**src/rtl/bcd_seg_scan.sv**
```systemverilog
// Three-digit multiplexed 7-segment driver for the packed-BCD counter bus.
// Scans ones/tens/hundreds, snapshots q per frame, blanks leading zeros and stretches cout into ovf.
module bcd_seg_scan #(
   parameter int SCAN_DIV = 50000,
   parameter int OVF_HOLD = 25000000,
   parameter bit BLANK_LZ = 1'b1
) (
   input  logic        clk,
   input  logic        rst,
   input  logic        en,
   input  logic [11:0] q,
   input  logic        cout,
   output logic [2:0]  sel,
   output logic [6:0]  seg,
   output logic        dp,
   output logic        ovf
);

   localparam int CW = (SCAN_DIV > 1) ? $clog2(SCAN_DIV) : 1;
   localparam int HW = $clog2(OVF_HOLD + 1);

   typedef enum logic [1:0] {D0, D1, D2} digit_t;

   digit_t          state, state_nxt;
   logic [CW-1:0]   scan_cnt;
   logic            tick;
   logic [11:0]     shadow;
   logic [HW-1:0]   hold_cnt;
   logic [2:0]      sel_nxt;
   logic [6:0]      seg_nxt;
   logic            dp_nxt;
   logic [3:0]      nib;
   logic            blank;

   assign tick = en && (scan_cnt == CW'(SCAN_DIV - 1));
   assign ovf  = (hold_cnt != '0);

   function automatic logic [6:0] encode(input logic [3:0] n);
      case (n)
         4'd0:    encode = 7'h40;
         4'd1:    encode = 7'h79;
         4'd2:    encode = 7'h24;
         4'd3:    encode = 7'h30;
         4'd4:    encode = 7'h19;
         4'd5:    encode = 7'h12;
         4'd6:    encode = 7'h02;
         4'd7:    encode = 7'h78;
         4'd8:    encode = 7'h00;
         4'd9:    encode = 7'h10;
         default: encode = 7'h06;
      endcase
   endfunction

   always_ff @(posedge clk or negedge rst) begin
      if (!rst) begin
         scan_cnt <= '0;
      end else if (en) begin
         scan_cnt <= tick ? '0 : scan_cnt + 1'b1;
      end
   end

   always_comb begin
      state_nxt = state;
      if (tick) begin
         case (state)
            D0:      state_nxt = D1;
            D1:      state_nxt = D2;
            default: state_nxt = D0;
         endcase
      end
   end

   // shadow only moves on the frame boundary so a frame never mixes two q values
   always_ff @(posedge clk or negedge rst) begin
      if (!rst) begin
         state  <= D0;
         shadow <= 12'h000;
      end else begin
         state <= state_nxt;
         if (tick && state == D2) shadow <= q;
      end
   end

   always_ff @(posedge clk or negedge rst) begin
      if (!rst) begin
         hold_cnt <= '0;
      end else if (cout) begin
         hold_cnt <= HW'(OVF_HOLD);
      end else if (hold_cnt != '0) begin
         hold_cnt <= hold_cnt - 1'b1;
      end
   end

   // invalid nibbles (10..15) are non-zero, so they never trigger blanking
   always_comb begin
      sel_nxt = 3'b111;
      dp_nxt  = 1'b1;
      nib     = 4'h0;
      blank   = 1'b1;
      if (en) begin
         case (state)
            D0: begin
               sel_nxt = 3'b110;
               nib     = shadow[3:0];
               blank   = 1'b0;
               dp_nxt  = !ovf;
            end
            D1: begin
               sel_nxt = 3'b101;
               nib     = shadow[7:4];
               blank   = BLANK_LZ && (shadow[11:8] == 4'h0) && (shadow[7:4] == 4'h0);
            end
            D2: begin
               sel_nxt = 3'b011;
               nib     = shadow[11:8];
               blank   = BLANK_LZ && (shadow[11:8] == 4'h0);
            end
            default: begin
               sel_nxt = 3'b111;
            end
         endcase
      end
      seg_nxt = blank ? 7'h7F : encode(nib);
   end

   always_ff @(posedge clk or negedge rst) begin
      if (!rst) begin
         sel <= 3'b111;
         seg <= 7'h7F;
         dp  <= 1'b1;
      end else begin
         sel <= sel_nxt;
         seg <= seg_nxt;
         dp  <= dp_nxt;
      end
   end

endmodule

```
**config.mk**
```make
export PLATFORM = sky130hd
export DESIGN_NAME = bcd_seg_scan
export DESIGN_NICKNAME = d
export VERILOG_FILES = /design/src/rtl/bcd_seg_scan.sv
export SDC_FILE = /design/constraint.sdc
export NUM_CORES = 1
export LEC_CHECK = 0
export ABC_AREA = 0
export BUFFER_PORTS_ARGS = -buffer_cell sky130_fd_sc_hd__buf_2
export CELL_PAD_IN_SITES_DETAIL_PLACEMENT = 1
export CELL_PAD_IN_SITES_GLOBAL_PLACEMENT = 2
export CORE_UTILIZATION = 39
export DETAILED_ROUTE_END_ITERATION = 10
export PLACE_DENSITY_LB_ADDON = 0.1
export REMOVE_ABC_BUFFERS = 1
export SLEW_MARGIN = 5
export SYNTH_ARGS = -nofsm -noshare
export SYNTH_HDL_FRONTEND = slang
export SYNTH_SLANG_ARGS = --single-unit
```
**constraint.sdc**
```tcl
create_clock -name clk -period 3.08 [get_ports clk]
set_input_delay 0.154 -clock clk [delete_from_list [all_inputs] [get_ports clk]]
set_output_delay 0.154 -clock clk [all_outputs]
set_load 0.02 [all_outputs]
```
==> flow_summary.yaml <==
sta:
  timing.slew.headroom_pct: 38.8
  timing.setup.tns_ns: 0
  setup_viol: 0
  timing_worst_slew_pin_value_ns: 0.918
  setup_repair_after_global_routing_missed_its_margin: "no"
  min_period_over_period_pct: 89.7
  final_critical_path_setup_slack_ns: 0.317
  fmaxAchievable_ghz: 0.362
  finalWorstPathRequiredPeriod_ns: 2.76
  final-max-slew-violation-count: 0
  fin_worst_skew_ns: 0.00983
  timing.final.hold_violations: 0
  worst_slack_on_hold_paths_ns: 0.0263
placement:
  port_buffers: 27
  globalplace.congestion: 0.747
  dpl_cell_area_um2: 3580
  detailedPlace.worstSlack_ns: 0.602
  post-place-cells: 436
  hpwlAfterDp_um: 5070
job:
  timing.max_cap.violations: 0
synthesis:
  share_of_flip_flops_with_an_asynchronous_set_or_reset_after_synthesis_pct: 100
  synth_cell_type_count: 60
  edff_count_synth: 0
  yosysWarningCount: 0
  synth-seq-cells: 66
  synth_area_per_cell_um2: 10.7
  synthFlopType: "sky130_fd_sc_hd__dfrtp_1"
  netlist_area_um2: 3330
  syn_inst: 310
  synth_seq_area_share_pct: 50.0
finish:
  drive_gt1_share_pct: 20.4
  layout.filler_cells: 919
  synthToLayoutAreaGrowth_pct: 14.2
  num_antenna_cells: 0
  multiInputGateArea_um2: 1570
  final_stage_net_count: 367
  layout.area.seq_um2: 1670
  final_area_um2: 3800
  layout.cells.non_filler: 453
floorplan:
  dieArea_um2: 8920
  die-width_um: 94.4
  design.portCount: 28
  std_cell_rows: 33
  core_area_um2: 8260
  die_h_um: 94.4
  initial_core_util_pct: 40.3
grt:
  grtUsageMet3_pct: 3.06
  globalRouteMet2Util_pct: 30.0
  grt_pass1_wl_um: 12500
  grt_pass1_vias: 2554
  gr-total-overflow: 0
  grt.met1_usage_pct: 23.9
  global_route.usage.total_pct: 18.3
  antenna_violations_before_repair: 0
  gr-max-usage-layer: "met2"
  grt_max_degree: 42
setup_path:
  timing.critical_path.required_ns: 2.93
  crit_family: "simple AND/OR/NAND/NOR gates"
  reg2regPathDepth: 5
  critical_path_slowest_stage_cell: "sky130_fd_sc_hd__or4_1"
  critical-path-max-stage-delay_ns: 0.63
  path_buf_inv: 1
  r2r_setup_slack_ns: 0.63
  rr_endpoint: "shadow[0]$_DFFE_PN0P_"
  start_kind: "register"
  regToRegStartpoint: "scan_cnt[4]$_DFFE_PN0P_"
  timing_worst_setup_path_type: "register to primary output"
  critical_path.startpoint: "hold_cnt[19]$_DFFE_PN0P_"
  worst_ep_arrival_time_ns: 2.61
  crit_chain: "or4_1 > and4b_1 > nand3_1 > buf_2"
  crit_path_max_fanout: 13
  crit_path_end_kind: "primary output"
run_status:
  outcome: "complete, no violations"
detailed_routing:
  detail_route.first_pass.iterations: 4
  drt_iter0_markers: 50
  routedWlPerCell_um: 15.8
  vias: 2408
  drc_violation_count_after_routing: 0
  totalWireLength_um: 7170
  route.antenna.remaining_nets: 0
  via_per_inst: 5.32
clock_tree:
  cts_made_buffers: 9
  clock_sink_count: 66
  post-cts-setup-buffers: 0
  total_of_cells_resized_after_clock_tree_synthesis: 0
  cts-htree-levels: 3
  clock_tree.buffer_depth: 2
  cts_tree: "built"
  cts.clk_slew.worst_paths_ns: 0.07
  clock-root-buffer: "sky130_fd_sc_hd__clkbuf_8"
  cts_hold_buf: 1
  clock_insertion_delay_worst_skew_ns: 0.34
worst_hold_path:
  whs_path_depth: 2
  holdPathEnd: "shadow[5]$_DFFE_PN0P_"
  hp-start: "q[5]"
  worst_hold_path_type: "input pin to register"
pwr:
  ir_drop_mv: 0.245
  powerDensity_nw_per_um2: 546
  leakage_power_nw: 1.64
==> placed cells by master, fill, tap and decap left out, drive strengths merged, types with 3 or more instances in the layout <==
master   count
dfrtp       55
buf         32
nor2        28
nand2       22
xnor2       16
mux2        13
o21ai       12
nand3       11
xor2        11
dfstp       11
clkbuf      11
inv         10
or3          9
ha           8
mux2i        7
a21oi        7
nor4         7
nor3         6
nand4        6
or4          6
nor2b        4
a2111oi      4
o31ai        4
clkinv       4
o2bb2ai      3
nand3b       3
a31oi        3
nand2b       3
==> cell type report <==
class / count / share of cell area, %
Tap cell: 105 / 3.45
Clock buffer: 11 / 3.45
Multi-Input combinational cell: 222 / 41.3
Clock inverter: 5 / 2.07
Timing Repair Buffer: 33 / 4.80
Sequential cell: 66 / 43.8
Inverter: 11 / 1.09
==> state kept, by name, indices dropped and copies added, names as in the netlist <==
name      cells
dp            1
hold_cnt     25
scan_cnt     16
seg           7
sel           3
shadow       12
state         2
==> kinds of logic after synthesis <==
kind of cell,Yosys count,share of synthesized area [%]
adder cells (fa/ha/maj),8,3.00
multiplexers,20,6.50
XOR/XNOR,27,7.10
flip-flops,66,50.0
AO/OA/AOI/OAI,46,9.54
buffers and inverters,22,2.82
AND/OR/NAND/NOR,121,21.1
==> worst max path at each step <==
stage,slack (ns),to,depth (start not counted)
6_report,0.32,ovf,4
5_1_grt,0.20,ovf,4
4_1_cts,0.29,ovf,4
3_5_place_dp,0.60,shadow[0]$_DFFE_PN0P_,5
3_3_place_gp,0.65,shadow[0]$_DFFE_PN0P_,5
2_1_floorplan,0.81,shadow[0]$_DFFE_PN0P_,4
==> report_power, final <==
group          internal [mW]  leakage (nW)  total, mW  switching [mW]
Sequential             0.941         0.800       1.02          0.0781
Clock                  0.455         0.107      0.790           0.335
Combinational          0.123         0.731      0.268           0.145
==> cell usage after synthesis (4+ instances only) <==
| master | number | area, um2 |
|---|---|---|
| sky130_fd_sc_hd__xor2_1 | 11 | 96.3 |
| sky130_fd_sc_hd__xnor2_1 | 16 | 140 |
| sky130_fd_sc_hd__dfstp_2 | 11 | 289 |
| sky130_fd_sc_hd__mux2i_1 | 7 | 70.1 |
| sky130_fd_sc_hd__inv_1 | 10 | 37.5 |
| sky130_fd_sc_hd__or4_1 | 4 | 30.0 |
| sky130_fd_sc_hd__nor3_1 | 6 | 30.0 |
| sky130_fd_sc_hd__dfrtp_1 | 55 | 1380 |
| sky130_fd_sc_hd__a21oi_1 | 7 | 35.0 |
| sky130_fd_sc_hd__ha_1 | 8 | 100 |
| sky130_fd_sc_hd__or3_1 | 8 | 50.1 |
| sky130_fd_sc_hd__clkbuf_1 | 5 | 18.8 |
| sky130_fd_sc_hd__nor2_1 | 28 | 105 |
| sky130_fd_sc_hd__mux2_1 | 10 | 113 |
| sky130_fd_sc_hd__nand4_1 | 6 | 37.5 |
| sky130_fd_sc_hd__nand3_1 | 11 | 55.1 |
| sky130_fd_sc_hd__nand2_1 | 22 | 82.6 |
| sky130_fd_sc_hd__nor2b_1 | 4 | 25.0 |
| sky130_fd_sc_hd__o21ai_0 | 12 | 60.1 |
| sky130_fd_sc_hd__a2111oi_0 | 4 | 35.0 |
| sky130_fd_sc_hd__nor4_1 | 5 | 31.3 |
==> through the flow <==
| stage | utilization (%) | power (mW) |
|---|---|---|
| after detailed placement | 43.4 | 1.30 |
| after global placement | 43.4 | 1.30 |
| after global routing | 46.1 | 2.20 |
| after CTS | 46.1 | 2.12 |
| after floorplan | - | 1.20 |
| final | 46.1 | 2.08 |
==> routing by layer <==
layer | vias to the layer above | wire (um)
li1 | 1168 | -
met1 | 1208 | 3520
met2 | 23 | 3390
met3 | 9 | 134
met4 | 0 | 127
met5 | - | 0
==> worst register-to-register path, stage by stage, from the launching register on <==
cell	delay, ns
sky130_fd_sc_hd__dfrtp_1	0.43
sky130_fd_sc_hd__or4b_1	0.61
sky130_fd_sc_hd__nor4_4	0.23
sky130_fd_sc_hd__buf_4	0.19
sky130_fd_sc_hd__and2_1	0.48
sky130_fd_sc_hd__mux2_2	0.40
(Power assumes the default switching activity.)
